`config.mk`:
```
export PLATFORM = sky130hd
export DESIGN_NAME = os_burst_arbiter
export DESIGN_NICKNAME = d
export VERILOG_FILES = /design/src/rtl/os_burst_arbiter.sv
export SDC_FILE = /design/constraint.sdc
export NUM_CORES = 1
export LEC_CHECK = 0
export ABC_AREA = 1
export BUFFER_PORTS_ARGS = -buffer_cell sky130_fd_sc_hd__buf_2
export CORE_ASPECT_RATIO = 1.5
export CORE_MARGIN = 2
export CORE_UTILIZATION = 25
export CTS_CLUSTER_DIAMETER = 120
export DETAILED_ROUTE_END_ITERATION = 10
export PLACE_DENSITY_LB_ADDON = 0.2
export REMOVE_ABC_BUFFERS = 1
export SETUP_SLACK_MARGIN = 0.02
export SLEW_MARGIN = 15
export SYNTH_ARGS = -nofsm -noshare
export SYNTH_HDL_FRONTEND = slang
export SYNTH_SLANG_ARGS = --single-unit
```
`constraint.sdc`:
```
create_clock -name clk -period 2.2 [get_ports clk]
set_clock_uncertainty 0.05 [all_clocks]
set_input_delay 0.11 -clock clk [delete_from_list [all_inputs] [get_ports clk]]
set_output_delay 0.11 -clock clk [all_outputs]
set_load 0.02 [all_outputs]
```
`src/rtl/os_burst_arbiter.sv`:
```
// os_burst_arbiter: grants the shared memory bus to one core at a time and
// runs that core's burst. Each core alternates between an add (write) burst
// and an unload (read) burst on successive grants. Arbitration is either
// round-robin or fixed priority (highest index wins).
module os_burst_arbiter #(
  parameter int unsigned NUM_CORES = 4,
  parameter int unsigned BURST_W   = 6,
  parameter int unsigned ADDR_W    = 6,
  parameter int unsigned RR_MODE   = 1
) (
  input  logic                 clk,
  input  logic                 reset_n,
  input  logic [NUM_CORES-1:0] req,
  input  logic [BURST_W-1:0]   load_len,
  input  logic [BURST_W-1:0]   unload_len,
  input  logic                 mem_ready,
  output logic [NUM_CORES-1:0] grant,
  output logic [BURST_W-1:0]   burst,
  output logic                 add_en,
  output logic                 unload_en,
  output logic                 rw,
  output logic [ADDR_W-1:0]    addr,
  output logic                 beat_valid,
  output logic                 done
);

  localparam int unsigned IDX_W = (NUM_CORES > 1) ? $clog2(NUM_CORES) : 1;
  localparam int unsigned SHIFT = ADDR_W - IDX_W;

  localparam logic [1:0] S_IDLE = 2'd0;
  localparam logic [1:0] S_ARB  = 2'd1;
  localparam logic [1:0] S_XFER = 2'd2;
  localparam logic [1:0] S_DONE = 2'd3;

  logic [1:0]           state_q, state_d;
  logic [NUM_CORES-1:0] pend_q, pend_d;
  logic [NUM_CORES-1:0] lphase_q, lphase_d;
  logic [IDX_W-1:0]     last_q, last_d;
  logic [IDX_W-1:0]     win_q, win_d;
  logic [BURST_W-1:0]   cnt_q, cnt_d;
  logic [NUM_CORES-1:0] grant_q, grant_d;
  logic [BURST_W-1:0]   burst_q, burst_d;
  logic                 add_q, add_d;
  logic                 unl_q, unl_d;
  logic                 rw_q, rw_d;
  logic [ADDR_W-1:0]    addr_q, addr_d;
  logic                 bv_q, bv_d;
  logic                 done_q, done_d;

  logic [IDX_W-1:0]     arb_idx;
  logic                 arb_found;
  logic [IDX_W-1:0]     cand;
  logic                 sel_phase;
  logic [BURST_W-1:0]   sel_len;

  function automatic logic [NUM_CORES-1:0] onehot(input logic [IDX_W-1:0] idx);
    logic [NUM_CORES-1:0] v;
    v      = '0;
    v[idx] = 1'b1;
    return v;
  endfunction

  function automatic logic [ADDR_W-1:0] base_addr(input logic [IDX_W-1:0] idx);
    return ADDR_W'(idx) << SHIFT;
  endfunction

  // Pick the winner among pending cores; RR search wraps naturally because
  // NUM_CORES is a power of two and cand is IDX_W bits wide.
  always_comb begin
    arb_idx   = '0;
    arb_found = 1'b0;
    cand      = '0;
    if (RR_MODE != 0) begin
      for (int unsigned i = 1; i <= NUM_CORES; i++) begin
        cand = last_q + IDX_W'(i);
        if (!arb_found && pend_q[cand]) begin
          arb_found = 1'b1;
          arb_idx   = cand;
        end
      end
    end else begin
      for (int unsigned i = 0; i < NUM_CORES; i++) begin
        if (pend_q[i]) begin
          arb_found = 1'b1;
          arb_idx   = IDX_W'(i);
        end
      end
    end
  end

  // Next-state and registered-output logic for the burst sequencer.
  always_comb begin
    state_d   = state_q;
    pend_d    = pend_q | req;
    lphase_d  = lphase_q;
    last_d    = last_q;
    win_d     = win_q;
    cnt_d     = cnt_q;
    grant_d   = grant_q;
    burst_d   = burst_q;
    add_d     = add_q;
    unl_d     = unl_q;
    rw_d      = rw_q;
    addr_d    = addr_q;
    bv_d      = bv_q;
    done_d    = 1'b0;
    sel_phase = lphase_q[arb_idx];
    sel_len   = sel_phase ? unload_len : load_len;

    case (state_q)
      S_IDLE: begin
        if (pend_q != '0) state_d = S_ARB;
      end
      S_ARB: begin
        if (!arb_found) begin
          state_d = S_IDLE;
        end else begin
          win_d             = arb_idx;
          grant_d           = onehot(arb_idx);
          burst_d           = sel_len;
          add_d             = ~sel_phase;
          unl_d             = sel_phase;
          lphase_d[arb_idx] = ~sel_phase;
          cnt_d             = '0;
          if (sel_len == '0) begin
            state_d = S_DONE;
            done_d  = 1'b1;
            bv_d    = 1'b0;
            rw_d    = 1'b0;
            addr_d  = '0;
          end else begin
            state_d = S_XFER;
            bv_d    = 1'b1;
            rw_d    = sel_phase;
            addr_d  = base_addr(arb_idx);
          end
        end
      end
      S_XFER: begin
        if (mem_ready) begin
          if (cnt_q == burst_q - BURST_W'(1)) begin
            state_d = S_DONE;
            done_d  = 1'b1;
            bv_d    = 1'b0;
            rw_d    = 1'b0;
            addr_d  = '0;
            cnt_d   = '0;
          end else begin
            cnt_d  = cnt_q + BURST_W'(1);
            addr_d = base_addr(win_q) + ADDR_W'(cnt_q + BURST_W'(1));
          end
        end
      end
      default: begin
        // DONE: release the bus; a fresh request this cycle keeps the bit set.
        state_d = S_IDLE;
        grant_d = '0;
        burst_d = '0;
        add_d   = 1'b0;
        unl_d   = 1'b0;
        last_d  = win_q;
        pend_d  = (pend_q & ~onehot(win_q)) | req;
      end
    endcase
  end

  // State and output registers; reset aborts any burst without a done pulse.
  always_ff @(posedge clk or negedge reset_n) begin
    if (!reset_n) begin
      state_q  <= S_IDLE;
      pend_q   <= '0;
      lphase_q <= '0;
      last_q   <= IDX_W'(NUM_CORES - 1);
      win_q    <= '0;
      cnt_q    <= '0;
      grant_q  <= '0;
      burst_q  <= '0;
      add_q    <= 1'b0;
      unl_q    <= 1'b0;
      rw_q     <= 1'b0;
      addr_q   <= '0;
      bv_q     <= 1'b0;
      done_q   <= 1'b0;
    end else begin
      state_q  <= state_d;
      pend_q   <= pend_d;
      lphase_q <= lphase_d;
      last_q   <= last_d;
      win_q    <= win_d;
      cnt_q    <= cnt_d;
      grant_q  <= grant_d;
      burst_q  <= burst_d;
      add_q    <= add_d;
      unl_q    <= unl_d;
      rw_q     <= rw_d;
      addr_q   <= addr_d;
      bv_q     <= bv_d;
      done_q   <= done_d;
    end
  end

  assign grant      = grant_q;
  assign burst      = burst_q;
  assign add_en     = add_q;
  assign unload_en  = unl_q;
  assign rw         = rw_q;
  assign addr       = addr_q;
  assign beat_valid = bv_q;
  assign done       = done_q;

endmodule

```
### Word-level counts from Yosys, hierarchy flattened

Index checks and enable logic that the tools add are counted.

| word-level totals | value |
|---|---|
| bits in registers | 41 |
| latch bits | 0 |
| RAM bits | 0 |
| memory bits (read-only) | 0 |
| bits of input ports | 19 |
| output and inout port bits | 21 |
| logic and storage cells | 121 |
| memories kept | 0 |

| operators by class | value |
|---|---|
| add/subtract/negate cells | 6 |
| multiply operators | 0 |
| div/mod/pow operators | 0 |
| magnitude comparators | 8 |
| equality and inequality tests | 7 |
| shifts and indexed selects | 0 |
| muxes and demuxes | 61 |
| bitwise operators | 6 |
| reduce and logical (&&, ||, !) cells | 19 |

Operator list:

| operator | count |
|---|---|
| two-way mux 6 bit | 9 |
| one-hot mux 6 bit (2 select lines) | 3 |
| two-way mux 1 bit | 24 |
| less-than comparator 2 x 3 -> 1 bit, second input constant | 6 |
| two-way mux 2 bit | 8 |
| binary-select mux 1 bit (select 2 bit) | 5 |
| one-hot mux 1 bit (2 select lines) | 5 |
| two-way mux 4 bit | 2 |
| != test 2 bit, second input constant | 4 |
| bitwise OR 4 bit | 2 |
| one-hot mux 4 bit (2 select lines) | 1 |
| adder 6 x 1 -> 6 bit, second input constant | 1 |
| adder 6 bit | 1 |
| == test 6 bit | 1 |
| zero test 6 bit | 1 |
| one-hot mux 2 bit (3 select lines) | 1 |
| AND reduction 3 bit | 2 |
| subtractor 6 x 1 -> 6 bit, second input constant | 1 |
| logical AND 1 bit | 5 |
| adder 2 bit, second input constant | 2 |
| bitwise AND 4 bit | 1 |
| bitwise mux 4 bit | 1 |
| demux 1 bit (select 2 bit) | 2 |
| >= comparator 2 x 1 -> 1 bit, second input constant | 2 |
| 13 further kinds | 17 |

### Depth between registers and ports, before layout

Gate-level depths: netlist of run 1.

| logic depth | value |
|---|---|
| depth in word-level cells | 20 |
| depth in mapped cells | 23 |
| mapped depth without buffers | 22 |

### Worst setup path after synthesis of run 1

OpenSTA, ideal clock, no wires.

| timing | value |
|---|---|
| path kind | reg-to-reg |
| start point | reg last_q[0] |
| end point | reg state_q[0] |
| library setup time | 116 ps |
| arrival | 2038 ps |
| required time | 2034 ps |
| setup slack | -4 ps |
| cell stages (with the launch flop) | 24 |
| buffers on the path | 2 |
| clock period less this slack | 2204 ps |
| path through | dfstp_2 > buf_6 > inv_6 > nand2_1 > nand2_2 > nand2_1 > nand2_1 > nand2_1 > nand2_1 > nand2_2 > nand2_2 > nand2_1 > nand2_1 > nand2_4 > nand2_4 > buf_8 > nand2_1 > nand2_1 > nand2_1 > nor2_1 > nand3_1 > nand2_1 > nand2_1 > nand2_1 |

| on the way | value |
|---|---|
| word-level cells in the longest chain between the ends | 20 |
| elaborated cells between the ends (all ways) | 32 |
| classes of those cells | 3 x add/sub; 22 x mux; 7 x reduce/logical |

Ends and longest elaborated chain:

| element | RTL line | source |
|---|---|---|
| start: declaration | 38 | `logic [IDX_W-1:0] last_q, last_d;` |
| start signal: assignment | 173 | `last_q <= IDX_W'(NUM_CORES - 1);` |
| start signal: assignment | 188 | `last_q <= last_d;` |
| adder 2 x 1 -> 2 bit | 75 | `cand = last_q + IDX_W'(i);` |
| binary-select mux 1 bit (select 2 bit) | 76 | `if (!arb_found && pend_q[cand]) begin` |
| two-way mux 1 bit (not written as such) | 76 |  |
| two-way mux 1 bit | 76 |  |
| zero test 1 bit | 76 |  |
| logical AND 1 bit | 76 |  |
| two-way mux 1 bit | 76 |  |
| zero test 1 bit | 76 |  |
| [... 4 more ...] | n/a |  |
| two-way mux 2 bit | 76 |  |
| binary-select mux 1 bit (select 2 bit) | 107 | `sel_phase = lphase_q[arb_idx];` |
| two-way mux 1 bit (not written as such) | 107 |  |
| two-way mux 6 bit | 108 | `sel_len = sel_phase ? unload_len : load_len;` |
| zero test 6 bit | 125 | `if (sel_len == '0) begin` |
| two-way mux 1 bit | 125 |  |
| two-way mux 2 bit (*) | 115 | `if (!arb_found) begin` |
| one-hot mux 2 bit (3 select lines) (*) | 110 | `case (state_q)` |
| end signal: assignment | 185 | `state_q <= state_d;` |
| end: declaration | 35 | `logic [1:0] state_q, state_d;` |

Mark *: on every way between the ends. The rest lies on a longest branch, timed or not. The select of a mux whose other input is x is not followed.
A chain may end at the register's enable or synchronous reset.

### Worst setup path after layout of run 1

| timing | value |
|---|---|
| start point | reg last_q[0] |
| end point | reg burst_q[2], in the netlist burst[2] |

| on the way | value |
|---|---|
| word-level cells in the longest chain between the ends | 18 |
| elaborated cells between the ends (all ways) | 32 |
| classes of those cells | 3 x add/sub; 1 x eq/ne; 21 x mux; 7 x reduce/logical |

Ends and longest elaborated chain:

| element | RTL line | source |
|---|---|---|
| adder 2 x 1 -> 2 bit | 75 |  |
| binary-select mux 1 bit (select 2 bit) | 76 |  |
| two-way mux 1 bit (not written as such) | 76 |  |
| two-way mux 1 bit | 76 |  |
| zero test 1 bit | 76 |  |
| logical AND 1 bit | 76 |  |
| two-way mux 1 bit | 76 |  |
| zero test 1 bit | 76 |  |
| [... 2 more ...] | n/a |  |
| zero test 1 bit | 76 |  |
| logical AND 1 bit | 76 |  |
| two-way mux 2 bit | 76 |  |
| binary-select mux 1 bit (select 2 bit) | 107 |  |
| two-way mux 1 bit (not written as such) | 107 |  |
| two-way mux 6 bit | 108 |  |
| two-way mux 6 bit | 115 |  |
| one-hot mux 6 bit (2 select lines) | 110 |  |
| end signal: assignment | 192 | `burst_q <= burst_d;` |
| end: declaration | 42 | `logic [BURST_W-1:0] burst_q, burst_d;` |

Parallel ways exist; a longest one is shown, timed or not. The select of a mux whose other input is x is not followed.

==> impl_results.md, run 1 <==
* Status: finished, violations left
* Failing checks: negative setup slack
* Gate Count Post-Synth at 300
* Yosys warnings at 0
* Crit path required time at roughly 2.4 ns
* TritonCTS clock tree: done
* GRT Util Overall at 0.152
* Distinct cells, synth at 34
* Wire length of the first global-routing pass at 11.3 mm
* Sequential area share after synthesis at 0.407
* Endpoints failing hold at 0
* Critical Path Sink: burst[2]$_DFFE_PN0P_
* Syn Area/Cell at 7.60 µm²
* Clock Sinks at 37
* Util after Layout at 0.407
* F_max at 405 MHz
* Seq. cell area at 928 µm²
* Startpoint types: flop
* Clk root buf: clkbuf_16
* TNS Setup at -2.00 ns
* Top cell type by total area after synthesis: dfrtp_1
* Setup violations, final at 15
* Vias in the first global route at about 2,300
* Synth Cell Area at 0.00228 mm²
* Hold depth at 3
* Initial Util at 0.258
* CTS Buf Count at 5
* Top_reg_cell synth: dfrtp_1
* Ratio of cells with drive above 1 in the final layout at 0.486
* Synth cell count leaders: 90 x nand2_1, 35 x dfrtp_1, 35 x inv_1, 23 x o21ai_0, 22 x nand3_1
* Drt total wl at 7.15 mm
* Pre-antenna DRT Iters at 4
* Period minus WS final at roughly 2.5 ns
* I/O pins at 40
* Maximum clock path buffer count at 2
* Crit Path Max Fanout at 6
* WS Path Type: reg -> reg
* Worst-case reg-to-reg path depth at 17
* Die height at approximately 120 µm
* Slew Viols, Final at 0
* Period utilisation layout at 1.12
* Ys async rst share at 1.00
* Layout area overhead at 57.7%
* CP Launch Point: last_q[0]$_DFFE_PN1N_
* Slew @ Worst Pin at 0.881 ns
* Routed Antenna Nets at 0
* Max transition margin at 0.413
* FILL cells at 916
* Area contributors post-synth: dfrtp_1 38%, nand2_1 15%, inv_1 5.8%
* Initial antenna violation count at 0
* Crit path DAT at 2.62 ns
* Max-cap violation count at 0
* Cell with the most instances after synthesis: nand2_1
* Rows at 42
* Via count at about 2,300
* Antenna diodes at 0
* Nets at 414
* Min Hold Slack at around 0.084 ns
* EDFF count, synth at 0
* DR WL/cell at roughly 14 µm
* Die width at 82.0 µm
* Die area at between 0.009 and 0.01 mm²
* DR iter-0 viols at 85
* Worst reg2reg startpoint: last_q[0]$_DFFE_PN1N_
* Clock-pin slew on the worst setup and hold paths at about 0.060 ns
* Multi-input gate area at about 0.0016 mm²
* Worst setup margin at -0.268 ns
* Synth top area share at 0.384
* Post-detail-place hpwl at 5.11 mm
* CP Capture Type: flop
* Grt ovf at 0
* Largest net degree at the start of global routing at 38
* Residual DRC at 0
* Vias per inst at 4.68
* Insertion delay to the later sink of the worst-skew pair at 0.28 ns
* Yosys reg bits at 37
* R2R Setup Slk at -0.27 ns
* Core area at approximately 0.0088 mm²
* Unrepaired setup endpoints after global routing: yes
* Routability cong. at 0.856
* Port Buf Inserts at 39
* H-tree level count at 2
* Worst r2r dst: burst[2]$_DFFE_PN0P_
* Min-delay worst type: in -> reg
cell type report:
cell class,count,area share
Multi-Input combinational cell,221,0.450
Sequential cell,37,0.258
Timing Repair Buffer,85,0.170
Inverter,38,0.0424
Clock buffer,8,0.0407
Tap cell,110,0.0383
registers in the layout, indices dropped and copies added (netlist names):
| signal | count |
|---|---|
| burst | 6 |
| addr | 2 |
| last_q | 2 |
| unload_en | 1 |
| done | 1 |
| win_q | 2 |
| beat_valid | 1 |
| cnt_q | 6 |
| rw | 1 |
| lphase_q | 4 |
| grant | 4 |
| state_q | 2 |
| add_en | 1 |
| pend_q | 4 |
metal layers:
layer | routed length, µm | global-route usage
met4 | 155 | 0.0615
met1 | 2590 | 0.163
met2 | 4220 | 0.285
met3 | 188 | 0.0238
met5 | 0 | 0
critical path, cell delays in order (launching register included):
cell and delay, ns:
dfstp_2 0.59, buf_6 0.13, nand2_2 0.05, nand2_2 0.08
nand2_2 0.08, nand4_1 0.11, o21ai_2 0.07, buf_4 0.14
nor2_4 0.21, nand2_8 0.12, nand2_8 0.13, nand2_4 0.05
nand2_2 0.06, inv_2 0.04, buf_4 0.12, buf_4 0.12
buf_4 0.12, o22ai_2 0.10
stage by stage:
| stage | cells | cell area [µm²] | setup WS, ns |
|---|---|---|---|
| 6_report | 499 | 3600 | -0.268 |
| 3_5_place_dp | 465 | 2730 | -0.274 |
| 4_1_cts | 490 | 3220 | -0.185 |
| 2_1_floorplan | 293 | 2220 | -0.0216 |
| 5_1_grt | 499 | 3600 | -0.412 |
| 3_3_place_gp | 465 | 2730 | -0.219 |
worst min path at each step:
stage	start	end	slack, ns
2_1_floorplan	reset_n	add_en$_DFFE_PN0P_	-0.24
3_3_place_gp	reset_n	grant[1]$_DFFE_PN0P_	0.24
3_5_place_dp	reset_n	grant[1]$_DFFE_PN0P_	0.24
4_1_cts	mem_ready	done$_DFF_PN0_	0.08
5_1_grt	mem_ready	done$_DFF_PN0_	0.08
6_report	mem_ready	done$_DFF_PN0_	0.08
kinds of logic (layout without fill, tap and decap cells):
kind of cell / count (synthesis) / count (layout) / synth area share
AND/OR/NAND/NOR: 156 / 159 / 0.307
XOR/XNOR: 12 / 12 / 0.0461
buffers and inverters: 45 / 131 / 0.0911
adder cells (fa/ha/maj): 7 / 7 / 0.0384
AO/OA/AOI/OAI: 43 / 43 / 0.110
flip-flops: 37 / 37 / 0.407
cell usage in the layout, fill, tap and decap left out, types with 5 or more instances in the layout:
cell,synthesis,routed
nand2_2,9,26
nand2_4,3,24
nand2_1,90,51
a21oi_1,7,5
nor2_2,3,5
buf_2,0,39
nand3_1,22,9
ha_1,7,6
dfrtp_1,35,35
dlygate4sd3_1,0,5
buf_6,1,14
inv_1,35,31
nor2_4,0,5
o21ai_0,23,13
nor2_1,18,11
xor2_1,8,7
buf_4,4,26
o21ai_1,1,6
clkbuf_16,0,5
o21ai_2,0,5
nand3_2,1,11
nand3b_1,5,5
repair_timing:
item / 4_1_cts / 5_1_grt
hold buffers: 5 / 0
setup buffers: 11 / 13
endpoints found under the setup margin: 9 / 26
hold endpoints to repair: 39 / 0
cloned: 2 / 1
pin swaps: 16 / 39
resized for setup: 58 / 84
Power of run 1 is left out: the tool's default activity adds up to more than one toggle a clock period on the data nets, which glitch-free logic cannot reach.
==> inputs of run 2 (changes only) <==
--- a/config.mk
+++ b/config.mk
@@ -5,7 +5,6 @@
 export SDC_FILE = /design/constraint.sdc
 export NUM_CORES = 1
 export LEC_CHECK = 0
-export ABC_AREA = 1
 export BUFFER_PORTS_ARGS = -buffer_cell sky130_fd_sc_hd__buf_2
 export CORE_ASPECT_RATIO = 1.5
 export CORE_MARGIN = 2
==> run 2 against run 1 <==
Effect of this change:
- non-clock buffer count decreased by 2
- first-iteration DRC count is 8.2% lower
- synthesized area decreased by 5.8%
- routed wire length down 19%
- critical path depth decreased by 7
- flip-flop and latch count is the same
- final cell count is 17% lower
- critical endpoint is now state_q[0]$_DFFE_PN0P_
- highest routed layer unchanged
- clock-buffer cell count fell by 2
- sequential share of layout area increased by 4.3 points
- final area fell by 14%
- the run still ends with negative setup slack left
==> impl_results.md, run 2 <==
* Status: finished, violations left (unchanged)
* Failing checks: negative setup slack (unchanged)
* Power Dens Cells at 1640 mW/mm²
* Area contributors post-synth: dfrtp_1 41%, nand2_1 5.9%, o21ai_0 4.9% (was dfrtp_1 38%, nand2_1 15%, inv_1 5.8%)
* Vias in the first global route at 1,819 (was 2,336)
* Via count at 1,925 (was 2,334)
* Die height at 118 µm (was 121 µm)
* Layout area overhead at 43.8% (was 57.7%)
* Wire length of the first global-routing pass at 9.00 mm (was 11.3 mm)
* Met2 wire len at 3.02 mm (was 4.22 mm)
* Max transition margin at 0.434 (was 0.413)
* CP Capture Type: flop (unchanged)
* Endpoints failing hold at 0 (unchanged)
* Sequential area share after synthesis at 0.432 (was 0.407)
* Maximum clock path buffer count at 2 (unchanged)
* Initial antenna violation count at 0 (unchanged)
* Max-cap violation count at 0 (unchanged)
* Crit Path Max Fanout at 3 (was 6)
* F_max at 442 MHz (was 405 MHz)
* Vias per inst at 4.64 (was 4.68)
* R2R Setup Slk at -0.06 ns (was -0.27 ns)
* Crit path required time at 2.31 ns (was 2.35 ns)
* Period minus WS final at 2.26 ns (was 2.47 ns)
* Yosys warnings at 0 (unchanged)
* Clk root buf: clkbuf_16 (unchanged)
* Routability cong. at 0.733 (was 0.856)
* Core area at 0.00836 mm² (was 0.00883 mm²)
* Hold depth at 3 (unchanged)
* Slew @ Worst Pin at 0.849 ns (was 0.881 ns)
* DR WL met3 at 179 µm (was 188 µm)
* Largest net degree at the start of global routing at 38 (unchanged)
* Period utilisation layout at 1.03 (was 1.12)
* Ys async rst share at 1.00 (unchanged)
* Routed Antenna Nets at 0 (unchanged)
* Yosys reg bits at 37 (unchanged)
* Worst r2r dst: state_q[0]$_DFFE_PN0P_ (was burst[2]$_DFFE_PN0P_)
* Gate Count Post-Synth at 227 (was 300)
* I/O pins at 40 (unchanged)
* Antenna diodes at 0 (unchanged)
* Insertion delay to the later sink of the worst-skew pair at 0.29 ns (was 0.28 ns)
* Synth Cell Area at 0.00215 mm² (was 0.00228 mm²)
* Hold path endpoint: burst[4]$_DFFE_PN0P_ (was done$_DFF_PN0_)
* Startpoint types: flop (unchanged)
* Worst setup margin at -0.0605 ns (was -0.268 ns)
* Max Used Layer: met4 (unchanged)
* Setup violations, final at 5 (was 15)
* Ratio of cells with drive above 1 in the final layout at 0.396 (was 0.486)
* Worst-case reg-to-reg path depth at 10 (was 17)
* GRT Util Overall at 0.126 (was 0.152)
* CP Launch Point: burst[0]$_DFFE_PN0P_ (was last_q[0]$_DFFE_PN1N_)
* Crit path DAT at 2.38 ns (was 2.62 ns)
* Cell with the most instances after synthesis: dfrtp_1 (was nand2_1)
* WS Path Type: reg -> reg (unchanged)
* DR iter-0 viols at 78 (was 85)
* Synth top area share at 0.408 (was 0.384)
* Distinct cells, synth at 41 (was 34)
* Top cell type by total area after synthesis: dfrtp_1 (unchanged)
* Die area at 0.00936 mm² (was 0.00991 mm²)
* Wire length on met1 at 2.48 mm (was 2.59 mm)
* EDFF count, synth at 0 (unchanged)
* Slew Viols, Final at 0 (unchanged)
* Synth cell count leaders: 35 x dfrtp_1, 34 x nand2_1, 21 x o21ai_0, 13 x nor2_1, 11 x nor3_1 (was 90 x nand2_1, 35 x dfrtp_1, 35 x inv_1, 23 x o21ai_0, 22 x nand3_1)
* TNS Setup at -0.122 ns (was -2.00 ns)
* Most frequent cells in the layout: 39 x buf_2, 34 x dfrtp_1, 33 x nand2_1 (was 51 x nand2_1, 39 x buf_2, 35 x dfrtp_1)
* TritonCTS clock tree: done (unchanged)
* Pleak at 1.43 nW
* Origin of the worst min-delay path: load_len[4] (was mem_ready)
* CTS Buf Count at 5 (unchanged)
* Crit-path cells: inv_1, ha_2, buf_6, nor2b_2, or3_1, a31o_4, o41ai_4, nand2_1, mux2i_1, a21boi_2 (was buf_6, nand2_2, nand2_2, nand2_2, nand4_1, o21ai_2, buf_4, nor2_4, nand2_8, nand2_8, nand2_4, nand2_2, inv_2, buf_4, buf_4, buf_4, o22ai_2)
* Util after Layout at 0.369 (was 0.407)
* Commonest non-fill, non-tap cell in the layout: buf_2 (was nand2_1)
* CP peak stage delay at 0.37 ns (was 0.59 ns)
* Clock-pin slew on the worst setup and hold paths at 0.06 ns (about the same)
* Syn Area/Cell at 9.46 µm² (was 7.60 µm²)
* Post-detail-place hpwl at 4.24 mm (was 5.11 mm)
* Final std cells w/o fill at 415 (was 499)
* Worst reg2reg startpoint: burst[0]$_DFFE_PN0P_ (was last_q[0]$_DFFE_PN1N_)
* Rows at 41 (was 42)
* Grt ovf at 0 (unchanged)
* Inst Count DP at 392 (was 465)
* Pre-antenna DRT Iters at 4 (unchanged)
* Place WS at -0.130 ns (was -0.274 ns)
* Peak supply drop at just over 0.0005 V
* Min-delay worst type: in -> reg (unchanged)
* Die width at 79.7 µm (was 82.0 µm)
* DR WL/cell at 14.0 µm (was 14.3 µm)
* Top_reg_cell synth: dfrtp_1 (unchanged)
* Post-route cell area at 0.00309 mm² (was 0.00360 mm²)
* Residual DRC at 0 (unchanged)
* Initial Util at 0.257 (was 0.258)
* Nets at 333 (was 414)
* H-tree level count at 2 (unchanged)
* Drt total wl at 5.80 mm (was 7.15 mm)
* Area post-placement at 0.00264 mm² (was 0.00273 mm²)
* Slowest-stage cell, CP: dfrtp_1 (was dfstp_2)
* Port Buf Inserts at 39 (unchanged)
* Unrepaired setup endpoints after global routing: yes (unchanged)
* Clock Sinks at 37 (unchanged)
run 2: worst max-delay path, delay by kind of cell, from the launching register on:
kind                       cells  cell delay (ns)
AOI/OAI and AO/OA              3             0.77
buffers and inverters          2             0.15
muxes                          1             0.13
and+or+nand+nor                3             0.48
adders and majority gates      1             0.17
DFF                            1             0.37
run 2: logic make-up after synthesis:
family / after synthesis / share of synthesized area
compound gates: 47 / 0.149
xor+xnor: 15 / 0.0612
fa+ha+maj: 7 / 0.0408
buf+inv: 18 / 0.0390
flops: 37 / 0.432
mux: 15 / 0.0781
simple gates: 88 / 0.200
run 2: worst max path at each step:
stage,end,slack (ns)
6_report,state_q[0]$_DFFE_PN0P_,-0.06
5_1_grt,state_q[0]$_DFFE_PN0P_,-0.16
4_1_cts,state_q[0]$_DFFE_PN0P_,-0.05
3_5_place_dp,state_q[0]$_DFFE_PN0P_,-0.13
3_3_place_gp,done$_DFF_PN0_,-0.12
2_1_floorplan,cnt_q[0]$_DFFE_PN0P_,-0.24
run 2: cell type report:
class	instances	area, µm²
clock buffer	6	129
clock inverter	2	10.0
fill	872	5270
inverter	8	30.0
multi-input combinational	172	1290
sequential	37	930
tap	107	134
timing repair buffer	83	564
run 2: power by group:
part	internal [mW]	switching [mW]	total (mW)	leakage, nW
clock network	0.416	0.288	0.704	0.0706
registers	0.954	0.236	1.19	0.461
logic	1.55	1.63	3.17	0.896
run 2: what timing repair did:
| item | in CTS | in global routing |
|---|---|---|
| setup endpoints to repair | 16 | 19 |
| buffers inserted | 4 | 6 |
| endpoints found under the hold margin | 39 | 0 |
| hold buffers | 5 | 0 |
| gates resized for setup | 19 | 30 |
| pin swaps | 4 | 8 |
| cloned | 0 | 1 |
run 2: stage by stage:
step	power [mW]	hold WS [ns]
2_1_floorplan	2.78	-0.236
6_report	5.07	0.0634
5_1_grt	5.43	0.0823
4_1_cts	4.78	0.0763
3_3_place_gp	3.76	0.233
3_5_place_dp	3.77	0.241
run 2: per-layer routing:
layer / vias up / global-route usage
met5: - / 0
met4: 0 / 0.0582
met3: 6 / 0.0230
met2: 39 / 0.207
met1: 926 / 0.157
li1: 954 / -
Power figures use the tool's default switching activity.
